===== src/rtl/mem_stage_pkg.sv =====
// Shared encodings for the memory-access stage: result-source select,
// load/store width (funct3) and the bus-side FSM state.
package mem_stage_pkg;

    localparam logic [1:0] RES_ALU = 2'b00;
    localparam logic [1:0] RES_MEM = 2'b01;
    localparam logic [1:0] RES_PC4 = 2'b10;

    localparam logic [2:0] MW_B  = 3'b000;
    localparam logic [2:0] MW_H  = 3'b001;
    localparam logic [2:0] MW_W  = 3'b010;
    localparam logic [2:0] MW_BU = 3'b100;
    localparam logic [2:0] MW_HU = 3'b101;

    typedef enum logic {
        ST_IDLE = 1'b0,
        ST_WAIT = 1'b1
    } mem_state_t;

    function automatic logic width_legal(input logic [2:0] w);
        case (w)
            MW_B, MW_H, MW_W, MW_BU, MW_HU: width_legal = 1'b1;
            default:                        width_legal = 1'b0;
        endcase
    endfunction

endpackage


===== src/rtl/mem_stage_if.sv =====
// Data-memory bus between the memory stage (master) and the memory (slave).
// Handshake: a transfer completes on any clock edge where dmem_req and
// dmem_ready are both 1; while dmem_req=1 and dmem_ready=0 the master keeps
// dmem_we/addr/be/wdata stable; dmem_rdata is only meaningful on the
// completing edge of a read.
interface mem_stage_if #(
    parameter int ADDR_W = 32
);
    logic              dmem_req;
    logic              dmem_we;
    logic [ADDR_W-1:0] dmem_addr;
    logic [3:0]        dmem_be;
    logic [31:0]       dmem_wdata;
    logic              dmem_ready;
    logic [31:0]       dmem_rdata;

    modport master (
        output dmem_req, dmem_we, dmem_addr, dmem_be, dmem_wdata,
        input  dmem_ready, dmem_rdata
    );

    modport slave (
        input  dmem_req, dmem_we, dmem_addr, dmem_be, dmem_wdata,
        output dmem_ready, dmem_rdata
    );
endinterface


===== src/rtl/mem_stage_load_align.sv =====
// Shifts the addressed byte/halfword of a read word down to bit 0 and
// sign- or zero-extends it according to the load width.
module mem_stage_load_align
    import mem_stage_pkg::*;
(
    input  logic [31:0] rdata_i,
    input  logic [1:0]  offset_i,
    input  logic [2:0]  width_i,
    output logic [31:0] data_o
);

    logic [31:0] shifted;

    assign shifted = rdata_i >> {offset_i, 3'b000};

    always_comb begin
        data_o = shifted;
        case (width_i)
            MW_B:    data_o = {{24{shifted[7]}}, shifted[7:0]};
            MW_BU:   data_o = {24'h0, shifted[7:0]};
            MW_H:    data_o = {{16{shifted[15]}}, shifted[15:0]};
            MW_HU:   data_o = {16'h0, shifted[15:0]};
            default: data_o = shifted;
        endcase
    end

endmodule


===== src/rtl/mem_stage.sv =====
// RV32I memory-access stage: issues data-bus transfers, stalls on wait
// states, aligns load data and holds the MEM/WB pipeline register.
module mem_stage
    import mem_stage_pkg::*;
#(
    parameter int ADDR_W = 32
) (
    input  logic                clk,
    input  logic                reset,
    input  logic                flush,
    input  logic                stall_in,
    input  logic                rd_write_enable,
    input  logic [4:0]          rd_write_addr,
    input  logic [1:0]          res_src,
    input  logic                mem_write_enable,
    input  logic [2:0]          mem_width,
    input  logic [31:0]         exec_result,
    input  logic [31:0]         mem_write_data,
    input  logic [31:0]         next_pc,
    mem_stage_if.master         dmem,
    output logic                mem_stall,
    output logic                misaligned,
    output logic [31:0]         mem_forward,
    output logic                rd_write_enable_out,
    output logic [4:0]          rd_write_addr_out,
    output logic [1:0]          res_src_out,
    output logic [31:0]         alu_result_out,
    output logic [31:0]         load_data_out,
    output logic [31:0]         next_pc_out,
    output mem_state_t          fsm_state
);

    mem_state_t state_q, state_d;

    logic              is_load, is_store, want, aligned, access;
    logic [3:0]        be_c;
    logic [31:0]       wdata_c;
    logic [ADDR_W-1:0] addr_c;

    logic [ADDR_W-1:0] addr_q;
    logic              we_q;
    logic [3:0]        be_q;
    logic [31:0]       wdata_q;
    logic [2:0]        width_q;
    logic [1:0]        off_q;
    logic              discard_q;

    logic [1:0]        align_off;
    logic [2:0]        align_width;
    logic [31:0]       load_data_c;
    logic              launch_wait, drop_result;

    logic              rd_we_q;
    logic [4:0]        rd_addr_q;
    logic [1:0]        res_src_q;
    logic [31:0]       alu_q, load_q, pc_q;

    assign is_load  = (res_src == RES_MEM);
    assign is_store = mem_write_enable;
    assign want     = reset && (is_load || is_store);
    assign addr_c   = {exec_result[ADDR_W-1:2], 2'b00};

    always_comb begin
        aligned = 1'b1;
        case (mem_width[1:0])
            2'b01:   aligned = ~exec_result[0];
            2'b10:   aligned = (exec_result[1:0] == 2'b00);
            default: aligned = 1'b1;
        endcase
    end

    assign access = want && aligned && width_legal(mem_width);

    // Loads always fetch the full word; only stores narrow the byte enables.
    always_comb begin
        be_c    = 4'b1111;
        wdata_c = mem_write_data;
        if (is_store) begin
            case (mem_width[1:0])
                2'b00: begin
                    be_c    = 4'b0001 << exec_result[1:0];
                    wdata_c = {4{mem_write_data[7:0]}};
                end
                2'b01: begin
                    be_c    = 4'b0011 << {exec_result[1], 1'b0};
                    wdata_c = {2{mem_write_data[15:0]}};
                end
                default: begin
                    be_c    = 4'b1111;
                    wdata_c = mem_write_data;
                end
            endcase
        end
    end

    // FSM: state register
    always_ff @(posedge clk or negedge reset) begin
        if (!reset) state_q <= ST_IDLE;
        else        state_q <= state_d;
    end

    // FSM: next state
    always_comb begin
        state_d = state_q;
        case (state_q)
            ST_IDLE: if (access && !dmem.dmem_ready) state_d = ST_WAIT;
            ST_WAIT: if (dmem.dmem_ready)            state_d = ST_IDLE;
            default: state_d = ST_IDLE;
        endcase
    end

    // FSM: outputs
    always_comb begin
        dmem.dmem_req   = 1'b0;
        dmem.dmem_we    = 1'b0;
        dmem.dmem_addr  = '0;
        dmem.dmem_be    = 4'b0000;
        dmem.dmem_wdata = 32'h0;
        misaligned      = 1'b0;
        case (state_q)
            ST_IDLE: begin
                dmem.dmem_req   = access;
                dmem.dmem_we    = access && is_store;
                dmem.dmem_addr  = access ? addr_c : '0;
                dmem.dmem_be    = access ? be_c : 4'b0000;
                dmem.dmem_wdata = access ? wdata_c : 32'h0;
                misaligned      = want && !access;
            end
            ST_WAIT: begin
                dmem.dmem_req   = reset;
                dmem.dmem_we    = reset && we_q;
                dmem.dmem_addr  = addr_q;
                dmem.dmem_be    = reset ? be_q : 4'b0000;
                dmem.dmem_wdata = wdata_q;
            end
            default: ;
        endcase
    end

    assign mem_stall   = dmem.dmem_req && !dmem.dmem_ready;
    assign mem_forward = reset ? exec_result : 32'h0;
    assign fsm_state   = state_q;

    assign launch_wait = (state_q == ST_IDLE) && access && !dmem.dmem_ready;
    // A flush that lands on an outstanding transfer must not let its result reach writeback.
    assign drop_result = (state_q == ST_WAIT) && discard_q;

    always_ff @(posedge clk or negedge reset) begin
        if (!reset) begin
            addr_q    <= '0;
            we_q      <= 1'b0;
            be_q      <= 4'b0000;
            wdata_q   <= 32'h0;
            width_q   <= 3'b000;
            off_q     <= 2'b00;
            discard_q <= 1'b0;
        end else if (launch_wait) begin
            addr_q    <= addr_c;
            we_q      <= is_store;
            be_q      <= be_c;
            wdata_q   <= wdata_c;
            width_q   <= mem_width;
            off_q     <= exec_result[1:0];
            discard_q <= flush;
        end else if (state_q == ST_WAIT) begin
            discard_q <= dmem.dmem_ready ? 1'b0 : (discard_q || flush);
        end
    end

    assign align_off   = (state_q == ST_WAIT) ? off_q   : exec_result[1:0];
    assign align_width = (state_q == ST_WAIT) ? width_q : mem_width;

    mem_stage_load_align u_load_align (
        .rdata_i  (dmem.dmem_rdata),
        .offset_i (align_off),
        .width_i  (align_width),
        .data_o   (load_data_c)
    );

    always_ff @(posedge clk or negedge reset) begin
        if (!reset) begin
            rd_we_q   <= 1'b0;
            rd_addr_q <= 5'd0;
            res_src_q <= 2'b00;
            alu_q     <= 32'h0;
            load_q    <= 32'h0;
            pc_q      <= 32'h0;
        end else if (flush || mem_stall || drop_result) begin
            rd_we_q   <= 1'b0;
            rd_addr_q <= 5'd0;
            res_src_q <= 2'b00;
            alu_q     <= 32'h0;
            load_q    <= 32'h0;
            pc_q      <= 32'h0;
        end else if (!stall_in) begin
            rd_we_q   <= rd_write_enable && !misaligned;
            rd_addr_q <= rd_write_addr;
            res_src_q <= res_src;
            alu_q     <= exec_result;
            load_q    <= load_data_c;
            pc_q      <= next_pc;
        end
    end

    assign rd_write_enable_out = rd_we_q;
    assign rd_write_addr_out   = rd_addr_q;
    assign res_src_out         = res_src_q;
    assign alu_result_out      = alu_q;
    assign load_data_out       = load_q;
    assign next_pc_out         = pc_q;

endmodule


===== src/flat_wrapper.sv =====
// flat-port wrapper written by rule: the top's interface ports become plain ports
module mem_stage_flat import mem_stage_pkg::*;
#(
    parameter int ADDR_W = 32
)
  (clk, reset, flush, stall_in, rd_write_enable, rd_write_addr, res_src, mem_write_enable, mem_width, exec_result, mem_write_data, next_pc, mem_stall, misaligned, mem_forward, rd_write_enable_out, rd_write_addr_out, res_src_out, alu_result_out, load_data_out, next_pc_out, fsm_state, dmem_dmem_req, dmem_dmem_we, dmem_dmem_addr, dmem_dmem_be, dmem_dmem_wdata, dmem_dmem_ready, dmem_dmem_rdata);
  mem_stage_if #(.ADDR_W(ADDR_W)) dmem_i ();
  input  logic clk;
  input  logic reset;
  input  logic flush;
  input  logic stall_in;
  input  logic rd_write_enable;
  input  logic [4:0] rd_write_addr;
  input  logic [1:0] res_src;
  input  logic mem_write_enable;
  input  logic [2:0] mem_width;
  input  logic [31:0] exec_result;
  input  logic [31:0] mem_write_data;
  input  logic [31:0] next_pc;
  output logic mem_stall;
  output logic misaligned;
  output logic [31:0] mem_forward;
  output logic rd_write_enable_out;
  output logic [4:0] rd_write_addr_out;
  output logic [1:0] res_src_out;
  output logic [31:0] alu_result_out;
  output logic [31:0] load_data_out;
  output logic [31:0] next_pc_out;
  output mem_state_t fsm_state;
  output wire logic [$bits(dmem_i.dmem_req)-1:0] dmem_dmem_req;
  output wire logic [$bits(dmem_i.dmem_we)-1:0] dmem_dmem_we;
  output wire logic [$bits(dmem_i.dmem_addr)-1:0] dmem_dmem_addr;
  output wire logic [$bits(dmem_i.dmem_be)-1:0] dmem_dmem_be;
  output wire logic [$bits(dmem_i.dmem_wdata)-1:0] dmem_dmem_wdata;
  input wire logic [$bits(dmem_i.dmem_ready)-1:0] dmem_dmem_ready;
  input wire logic [$bits(dmem_i.dmem_rdata)-1:0] dmem_dmem_rdata;
  assign dmem_dmem_req = dmem_i.dmem_req;
  assign dmem_dmem_we = dmem_i.dmem_we;
  assign dmem_dmem_addr = dmem_i.dmem_addr;
  assign dmem_dmem_be = dmem_i.dmem_be;
  assign dmem_dmem_wdata = dmem_i.dmem_wdata;
  assign dmem_i.dmem_ready = dmem_dmem_ready;
  assign dmem_i.dmem_rdata = dmem_dmem_rdata;
  mem_stage #(.ADDR_W(ADDR_W)) u_core (.clk(clk), .reset(reset), .flush(flush), .stall_in(stall_in), .rd_write_enable(rd_write_enable), .rd_write_addr(rd_write_addr), .res_src(res_src), .mem_write_enable(mem_write_enable), .mem_width(mem_width), .exec_result(exec_result), .mem_write_data(mem_write_data), .next_pc(next_pc), .dmem(dmem_i), .mem_stall(mem_stall), .misaligned(misaligned), .mem_forward(mem_forward), .rd_write_enable_out(rd_write_enable_out), .rd_write_addr_out(rd_write_addr_out), .res_src_out(res_src_out), .alu_result_out(alu_result_out), .load_data_out(load_data_out), .next_pc_out(next_pc_out), .fsm_state(fsm_state));
endmodule

===== config.mk =====
export PLATFORM = sky130hd
export DESIGN_NAME = mem_stage_flat
export DESIGN_NICKNAME = d
export VERILOG_FILES = /design/src/rtl/mem_stage_pkg.sv /design/src/rtl/mem_stage_if.sv /design/src/rtl/mem_stage_load_align.sv /design/src/rtl/mem_stage.sv /design/src/flat_wrapper.sv
export SDC_FILE = /design/constraint.sdc
export NUM_CORES = 1
export LEC_CHECK = 0
export ABC_CLOCK_PERIOD_IN_PS = 3100
export BUFFER_PORTS_ARGS = -buffer_cell sky130_fd_sc_hd__buf_2
export CAP_MARGIN = 5
export CORE_MARGIN = 5
export CORE_UTILIZATION = 40
export CTS_CLUSTER_DIAMETER = 50
export DETAILED_ROUTE_END_ITERATION = 8
export GPL_TIMING_DRIVEN = 0
export HOLD_SLACK_MARGIN = 0.02
export PLACE_DENSITY = 0.68
export SETUP_SLACK_MARGIN = 0.02
export SYNTH_ARGS = -nofsm -noshare
export SYNTH_HDL_FRONTEND = slang
export SYNTH_HIERARCHICAL = 1
export SYNTH_SLANG_ARGS = --single-unit

===== constraint.sdc =====
create_clock -name clk -period 3.1 [get_ports clk]
set_input_delay 0 -clock clk [delete_from_list [all_inputs] [get_ports clk]]
set_output_delay 0 -clock clk [all_outputs]
set_load 0.005 [all_outputs]

# After elaboration in Yosys (flattened, before gate mapping)
# Index checks and enable logic that the tools add are counted.
[word_totals] n_memories=0 latch_bits=0 output_inout_bits=209 input_bits=145 regBits=178 mem_bits_ro=0 ram_bits=0
[classes] mul=0 addsub=0 bitwise_logic=2 reduce_logical=25 n_lt_le_gt_ge=0 shifts=3 muxes=38 n_eq_ne=11 div=0
[op_table] operator="$mux W32" count=10
[op_table] operator="$pmux W32 S2" count=3
[op_table] operator="$pmux W32 S4" count=1
[op_table] operator="$shr A32 B5 Y32" count=1
[op_table] operator="$pmux W4 S2" count=2
[op_table] operator="$eq A3 B3 Y1 const B" count=4
[op_table] operator="$logic_and A1 B1 Y1" count=12
[op_table] operator="$mux W4" count=3
[op_table] operator="$mux W5" count=2
[op_table] operator="$mux W1" count=9
[op_table] operator="$pmux W1 S2" count=4
[op_table] operator="$eq A3 B1 Y1 const B" count=2
[op_table] operator="$logic_not A3 Y1" count=2
[op_table] operator="$mux W2" count=3
[op_table] operator="$reduce_or A5 Y1" count=1
[op_table] operator="$eq A2 B1 Y1 const B" count=2
[op_table] operator="$logic_not A2 Y1" count=2
[op_table] operator="$logic_or A1 B1 Y1" count=4
[op_table] operator="$shl A1 B2 Y4 const A" count=1
[op_table] operator="$shl A2 B2 Y4 const A" count=1
[op_table] operator="$eq A3 B2 Y1 const B" count=1
[op_table] operator="$logic_not A1 Y1" count=3
[op_table] operator="$mux W3" count=1
[op_table] operator="$eq A2 B2 Y1 const B" count=1
[op_table] operator="3 further kinds" count=4

# Longest topological paths before layout
[depth] word_depth=12 ltp_mapped=11

# By module
# Netlist, hierarchy kept.
[by_module_without_submodules] mod="mem_stage" instances=1 area_per_inst_um2=8530.7 cells_each=777
[by_module_without_submodules] mod="mem_stage_load_align" instances=1 area_per_inst_um2=694.4 cells_each=107

# Worst setup path before layout
# OpenSTA, ideal clock, no wires.
[synth_path] path_type="reg-to-reg" startpoint="register u_core.state_q, in the netlist u_core/fsm_state" endpoint="register u_core.load_q[10], in the netlist u_core/load_data_out[10]" arrival_ps=2227 setup_slack_ps=752 n_path_buf=3 setup_ps=121 stages_incl_launch_ff=10 period_less_slack_ps=2348 required_ps=2979 cell_sequence="dfrtp_1 -> buf_2 -> clkbuf_1 -> clkbuf_1 -> o21ai_0 -> nor2_1 -> a21boi_2 -> nor2_1 -> mux2i_1 -> nor2_1"
[synth_lines] element="start, declared" line_no="mem_stage.sv:33" source="mem_state_t state_q, state_d;"
[synth_lines] element="start signal, assigned" line_no="mem_stage.sv:99" source="else state_q <= state_d;"
[synth_lines] element="$mux W3 (*)" line_no="mem_stage.sv:171" source="assign align_width = (state_q == ST_WAIT) ? width_q : mem_width;"
[synth_lines] element="via u_core.align_width[0]" line_no="mem_stage.sv:49" source="logic [2:0] align_width;"
[synth_lines] element="$eq A3 B3 Y1 (tied with other cells)" line_no="mem_stage_load_align.sv:18" source="case (width_i)"
[synth_lines] element="$pmux W32 S4 (*)" line_no="mem_stage_load_align.sv:18"
[synth_lines] element="via u_core.load_data_c[10]" line_no="mem_stage.sv:50" source="logic [31:0] load_data_c;"
[synth_lines] element="$mux W32 (*)" line_no="mem_stage.sv:195" source="end else if (!stall_in) begin"
[synth_lines] element="$mux W32 (*)" line_no="mem_stage.sv:188" source="end else if (flush || mem_stall || drop_result) begin"
[synth_lines] element="end signal, assigned" line_no="mem_stage.sv:200" source="load_q <= load_data_c;"
[synth_lines] element="end, declared" line_no="mem_stage.sv:56" source="logic [31:0] alu_q, load_q, pc_q;"
# The timed path passes the listed nets; every way through them passes the cells marked *. The select of a mux whose other input is x is not followed.
# A chain may end at the register's enable or synchronous reset.

# Worst setup path after layout
[layout_path] startpoint="register u_core.state_q, in the netlist u_core/fsm_state" endpoint="register u_core.load_q[31], in the netlist u_core/load_data_out[31]"
[layout_lines] element="$mux W2" line_no="mem_stage.sv:170" source="assign align_off = (state_q == ST_WAIT) ? off_q : exec_result[1:0];"
[layout_lines] element="via u_core.align_off[0]" line_no="mem_stage.sv:48" source="logic [1:0] align_off;"
[layout_lines] element="$shr A32 B5 Y32" line_no="mem_stage_load_align.sv:14" source="assign shifted = rdata_i >> {offset_i, 3'b000};"
[layout_lines] element="$pmux W32 S4" line_no="mem_stage_load_align.sv:18"
[layout_lines] element="via u_core.load_data_c[31]" line_no="mem_stage.sv:50"
[layout_lines] element="$mux W32" line_no="mem_stage.sv:195"
[layout_lines] element="$mux W32" line_no="mem_stage.sv:188"
# The timed path passes the listed nets, and every way through them passes these cells. The select of a mux whose other input is x is not followed.

==> impl.org <==
** Floorplanning
- The die covers around 26,000 µm².
- The floorplan step set the die height to between 150 and 200 µm.
- # rows :: 55
- Die Span X :: 162 µm
- 354 I/O pins were placed.
- Placeable Area :: 22,700 µm²
- Initial Util :: between 40% and 50%

** Power and ir drop
- In this run switching power makes up a little under a third of total power.
- Summed over all cells, the static leakage comes to around 7.1 nW.
- Sequential fraction of design power :: a little over two fifths
- Power spread over the standard cell area amounts to about 510 nW/µm².
- Comb pwr share :: between 20% and 30%
- Switch Pwr :: between 0.002 and 0.0025 W
- The clock network is responsible for between 30 and 40% of the overall power.
- Internal power summed over all cells :: 0.00470 W
- IR analysis of the VDD net gives a maximum drop of between 0.3 and 0.4 mV.

** Yosys
- Total standard cell area after synthesis :: ~9200 µm²
- Yosys mapped a number of flops with a built-in enable equal to 0.
- Number of standard cells after synthesis :: 884
- Flip-flop cell with the highest count after synthesis :: dfrtp_1
- Share of flip-flops with an asynchronous set or reset :: 100%
- For this run, the register share of the synthesized area comes to between 40 and 50%.
- Dividing the synthesized area by the synthesized cell count gives between 10 and 15 µm².
- Total of flip-flops plus latches after synthesis :: 178
- The number of different library cells used by synthesis comes to 46.
- Number of warnings issued by yosys :: 6

** Global route
- Met2 Use GR :: between 30% and 40%
- The number of antenna violations at the first check in global routing came to 0.
- Entering global routing, the biggest net connects 100 pins.
- Vias in the first global route :: 8,796
- The global routing stage identified its most utilized layer as met2.
- The total overflow left after global routing is 0.
- The first global-routing pass estimated roughly 50 mm of wire.
- Met1 layer usage reported by global route :: around 31%
- Global routing usage summed across all routing layers :: between 20% and 30%
- Global routing consumed, on the met3 layer, under 10% of the routing resources.

** Worst hold path
- The worst hold path begins at dmem_dmem_rdata[10].
- The worst hold path passes through 5 cells.
- Class of the most critical hold timing path :: input pin to register

** Critical path
- The worst register-to-register path begins at u_core/fsm_state.
- Critical path required time :: ~3.4 ns
- Worst Setup SP :: u_core/fsm_state
- Worst-path maximum fanout :: 10
- STA classifies the critical path startpoint as a register.
- Critical path capture point type :: register
- Counting cells, the worst reg-to-reg path comes to 11.
- Data arrives at the worst endpoint at approximately 3.1 ns.
- Crit path kind :: register to register

** Clock tree
- Total clock buffers created by CTS :: 17
- CTS sink cnt :: 178
- Max Buffers Root-to-Sink :: 2
- After clock tree synthesis, the clock-pin slew on the worst setup and hold paths is ~0.07 ns.
- The root buffer cell chosen for the clock tree is clkbuf_16.
- H-tree depth reported by CTS :: 4
- TritonCTS clock tree :: done
- Worst-skew pair later-pin latency :: between 0.4 and 0.5 ns

** Detailed routing
- DRC violation count after routing :: 0
- Avg Vias per Cell :: roughly 5.1
- After detailed routing, the average wire length per cell comes to ~19 µm.
- In this run, the number of DRC markers left after iteration 0 of detailed routing was ~570.
- In this run the remaining antenna-violating nets after routing total 0.
- The pre-antenna-repair detailed-routing pass consisted of 5 iterations.
- The routed layout has 8,588 vias.
- Aggregate routed wire length :: about 32 mm

** Placement
- The number of placed instances, taps included, is about 1,500.
- Placement-stage cell area :: approximately 11,000 µm²
- The congestion estimate from routability-driven global placement came to ~0.85.
- Port buffering added ~350 buffers.
- HPWL after DPL :: ~23 mm

** Cells and area
- Summing all multi-input logic gate instances after layout gives ~4400 µm².
- The sequential cells in the finished layout cover a total of between 4000 and 5000 µm².
- Number of fill cells in the layout :: just under 2,000
- Summing all non-filler instances in the final layout gives an area of between 10,000 and 15,000 µm².
- The number of antenna diodes in the final layout is 0.
- The post-route netlist has between 30 and 40% of its cells at a drive strength greater than 1.
- For this run, the post-layout net count is ~1,500.
- Share of the core filled with cells :: 58.3%
- Compared with the post-synthesis result, the final layout area differs by 43.5%.
- Non-filler instance count after layout :: ~1,700

** Run
- # Max-Cap Violations :: 0

** STA
- Slew of the pin with the lowest slew margin :: 1.03 ns
- Final Max Slew Viols :: 0
- Fraction of the cycle the final worst path needs :: 90.7%
- RSZ-0062 raised after global routing :: false
- Counting I/O delays and the setup requirement, the final critical path takes 2.81 ns.
- In this run the tightest slew margin relative to its limit is 31.2%.
- Across the routed clock network, the largest skew measured is about 0.011 ns.
- Setup violations remaining at the end of the flow were counted as 0.
- Derived from the worst setup path, the maximum achievable clock frequency is 355 MHz.
- The total count of hold-check failures in the final report came to 0.

** Run status
- Run status :: complete, no violations
flip-flops by register name, summed over array words and instances (netlist names):
name and cells:
u_core/off_q 2, u_core/rd_write_enable_out 1, u_core/next_pc_out 32, u_core/rd_write_addr_out 5, u_core/res_src_out 2, u_core/be_q 4, u_core/width_q 3, u_core/wdata_q 32
u_core/we_q 1, u_core/load_data_out 32, u_core/alu_result_out 32, u_core/fsm_state 1, u_core/discard_q 1, u_core/addr_q 30
placed cells by master, fill, tap and decap left out, drive strengths merged:
| cell type | netlist | layout |
|---|---|---|
| clkinv | 1 | 6 |
| ha | 4 | 4 |
| o211ai | 1 | 1 |
| a32o | 2 | 2 |
| nand3b | 1 | 1 |
| a22o | 38 | 38 |
| nand2 | 78 | 78 |
| and2 | 35 | 35 |
| o211a | 1 | 1 |
| a311oi | 2 | 2 |
| mux2 | 46 | 46 |
| nor3b | 1 | 1 |
| o21ai | 70 | 70 |
| clkbuf | 29 | 48 |
| a211oi | 14 | 14 |
| a21boi | 2 | 2 |
| nand4 | 1 | 1 |
| inv | 9 | 15 |
| and3 | 1 | 1 |
| mux2i | 131 | 131 |
| a22oi | 16 | 16 |
| nor3 | 1 | 1 |
| dfrtp | 178 | 178 |
| a21o | 1 | 1 |
| dlygate4sd3 | 0 | 129 |
| conb | 1 | 2 |
| a21oi | 21 | 21 |
| nor2 | 133 | 133 |
| nor2b | 9 | 9 |
| nand3 | 3 | 3 |
| o311ai | 2 | 2 |
| nand2b | 7 | 7 |
| nor4 | 2 | 2 |
| clkinvlp | 0 | 2 |
| buf | 43 | 394 |
metrics by stage:
stage,setup TNS (ns),hold slack [ns],worst slack [ns],power (W)
floorplan,0,-0.296,0.752,0.00390
global placement,-682.37,0.240,-2.20,0.00449
detailed placement,-0.0274,0.0560,-0.0152,0.00454
CTS,0,0.0257,0.0894,0.00680
global route,0,0.0846,0.0534,0.00710
finish,0,0.0471,0.287,0.00676
final cells by class:
class                           count  share of cell area, %
Buffer                             72                   2.82
Clock buffer                       19                   3.35
Clock inverter                     13                  0.926
Inverter                           10                  0.283
Multi-Input combinational cell    625                   33.0
Sequential cell                   178                   33.6
Tap cell                          285                   2.69
Timing Repair Buffer              480                   23.3
metal layers:
| metal | vias up | share of wire (%) | wire length [µm] |
|---|---|---|---|
| li1 | 4066 | - | - |
| met2 | 330 | 48 | 15400 |
| met3 | 54 | 6.4 | 2060 |
| met1 | 4138 | 43 | 13700 |
| met5 | - | 0 | 0 |
| met4 | 0 | 2.9 | 927 |
synthesized netlist by cell type, types with 2 or more instances:
| master | instances | area share (%) |
|---|---|---|
| a21oi_1 | 21 | 1.1 |
| o21ai_0 | 21 | 1.1 |
| buf_6 | 7 | 0.85 |
| mux2i_1 | 131 | 14 |
| nand3_1 | 3 | 0.16 |
| mux2_2 | 3 | 0.37 |
| o21ai_1 | 47 | 2.5 |
| nor4_1 | 2 | 0.14 |
| a22oi_1 | 16 | 1.3 |
| buf_4 | 4 | 0.33 |
| dfrtp_1 | 178 | 48 |
| and2_1 | 34 | 2.3 |
| nand2_1 | 78 | 3.2 |
| mux2_1 | 3 | 0.37 |
| ha_1 | 4 | 0.54 |
| clkbuf_1 | 29 | 1.2 |
| buf_1 | 6 | 0.24 |
| a22o_1 | 38 | 3.6 |
| nor2b_1 | 9 | 0.61 |
| mux2_4 | 40 | 6.5 |
| a32o_1 | 2 | 0.22 |
| nand2b_1 | 5 | 0.34 |
| buf_2 | 26 | 1.4 |
| a211oi_1 | 14 | 1.1 |
| inv_1 | 9 | 0.37 |
| nor2_1 | 133 | 5.4 |
| o21ai_2 | 2 | 0.19 |
path summary, 6_finish.rpt:
kind / endpoint / slack (ns)
max: u_core/load_data_out[31] / 0.29
min: u_core/load_data_out[2] / 0.05
max reg2reg: u_core/load_data_out[31] / 0.29
min reg2reg: u_core/wdata_q[30] / 0.49
max in group asynchronous: u_core/next_pc_out[26] / 2.00
min in group asynchronous: u_core/alu_result_out[13] / 0.16
critical path: stages (launching register included):
cell and delay [ns]:
dfrtp_1 0.35, buf_2 0.23, clkbuf_1 0.43, mux2_2 0.41
buf_6 0.14, mux2i_1 0.19, mux2i_1 0.13, o211ai_2 0.31
buf_6 0.19, nand2_1 0.10, mux2i_1 0.13, nor2_1 0.06
logic make-up after synthesis:
group | count (synthesis) | share of synthesized area, %
compound gates | 170 | 12.5
fa+ha+maj | 4 | 0.543
buf+inv | 82 | 4.42
flops | 178 | 48.3
mux | 177 | 21.5
other cells | 1 | 0.0406
simple gates | 272 | 12.8
repair_timing:
action / in CTS / in global routing
buffers inserted: 0 / 1
endpoints found under the setup margin: 3 / 18
pin swaps: 0 / 1
gates resized for setup: 1 / 5
gates cloned: 0 / 0
endpoints found under the hold margin: 232 / 0
hold buffers: 129 / 0
power by group through the flow:
stage          Combinational, W  Sequential [W]  Clock (W)
3_3_place_gp            0.00151         0.00298          0
5_1_grt                 0.00185         0.00301    0.00225
6_report                0.00169         0.00296    0.00211
2_1_floorplan          0.000938         0.00296          0
3_5_place_dp            0.00154         0.00300          0
4_1_cts                 0.00168         0.00296    0.00216
Note: power is estimated with default switching activity, not from simulation.
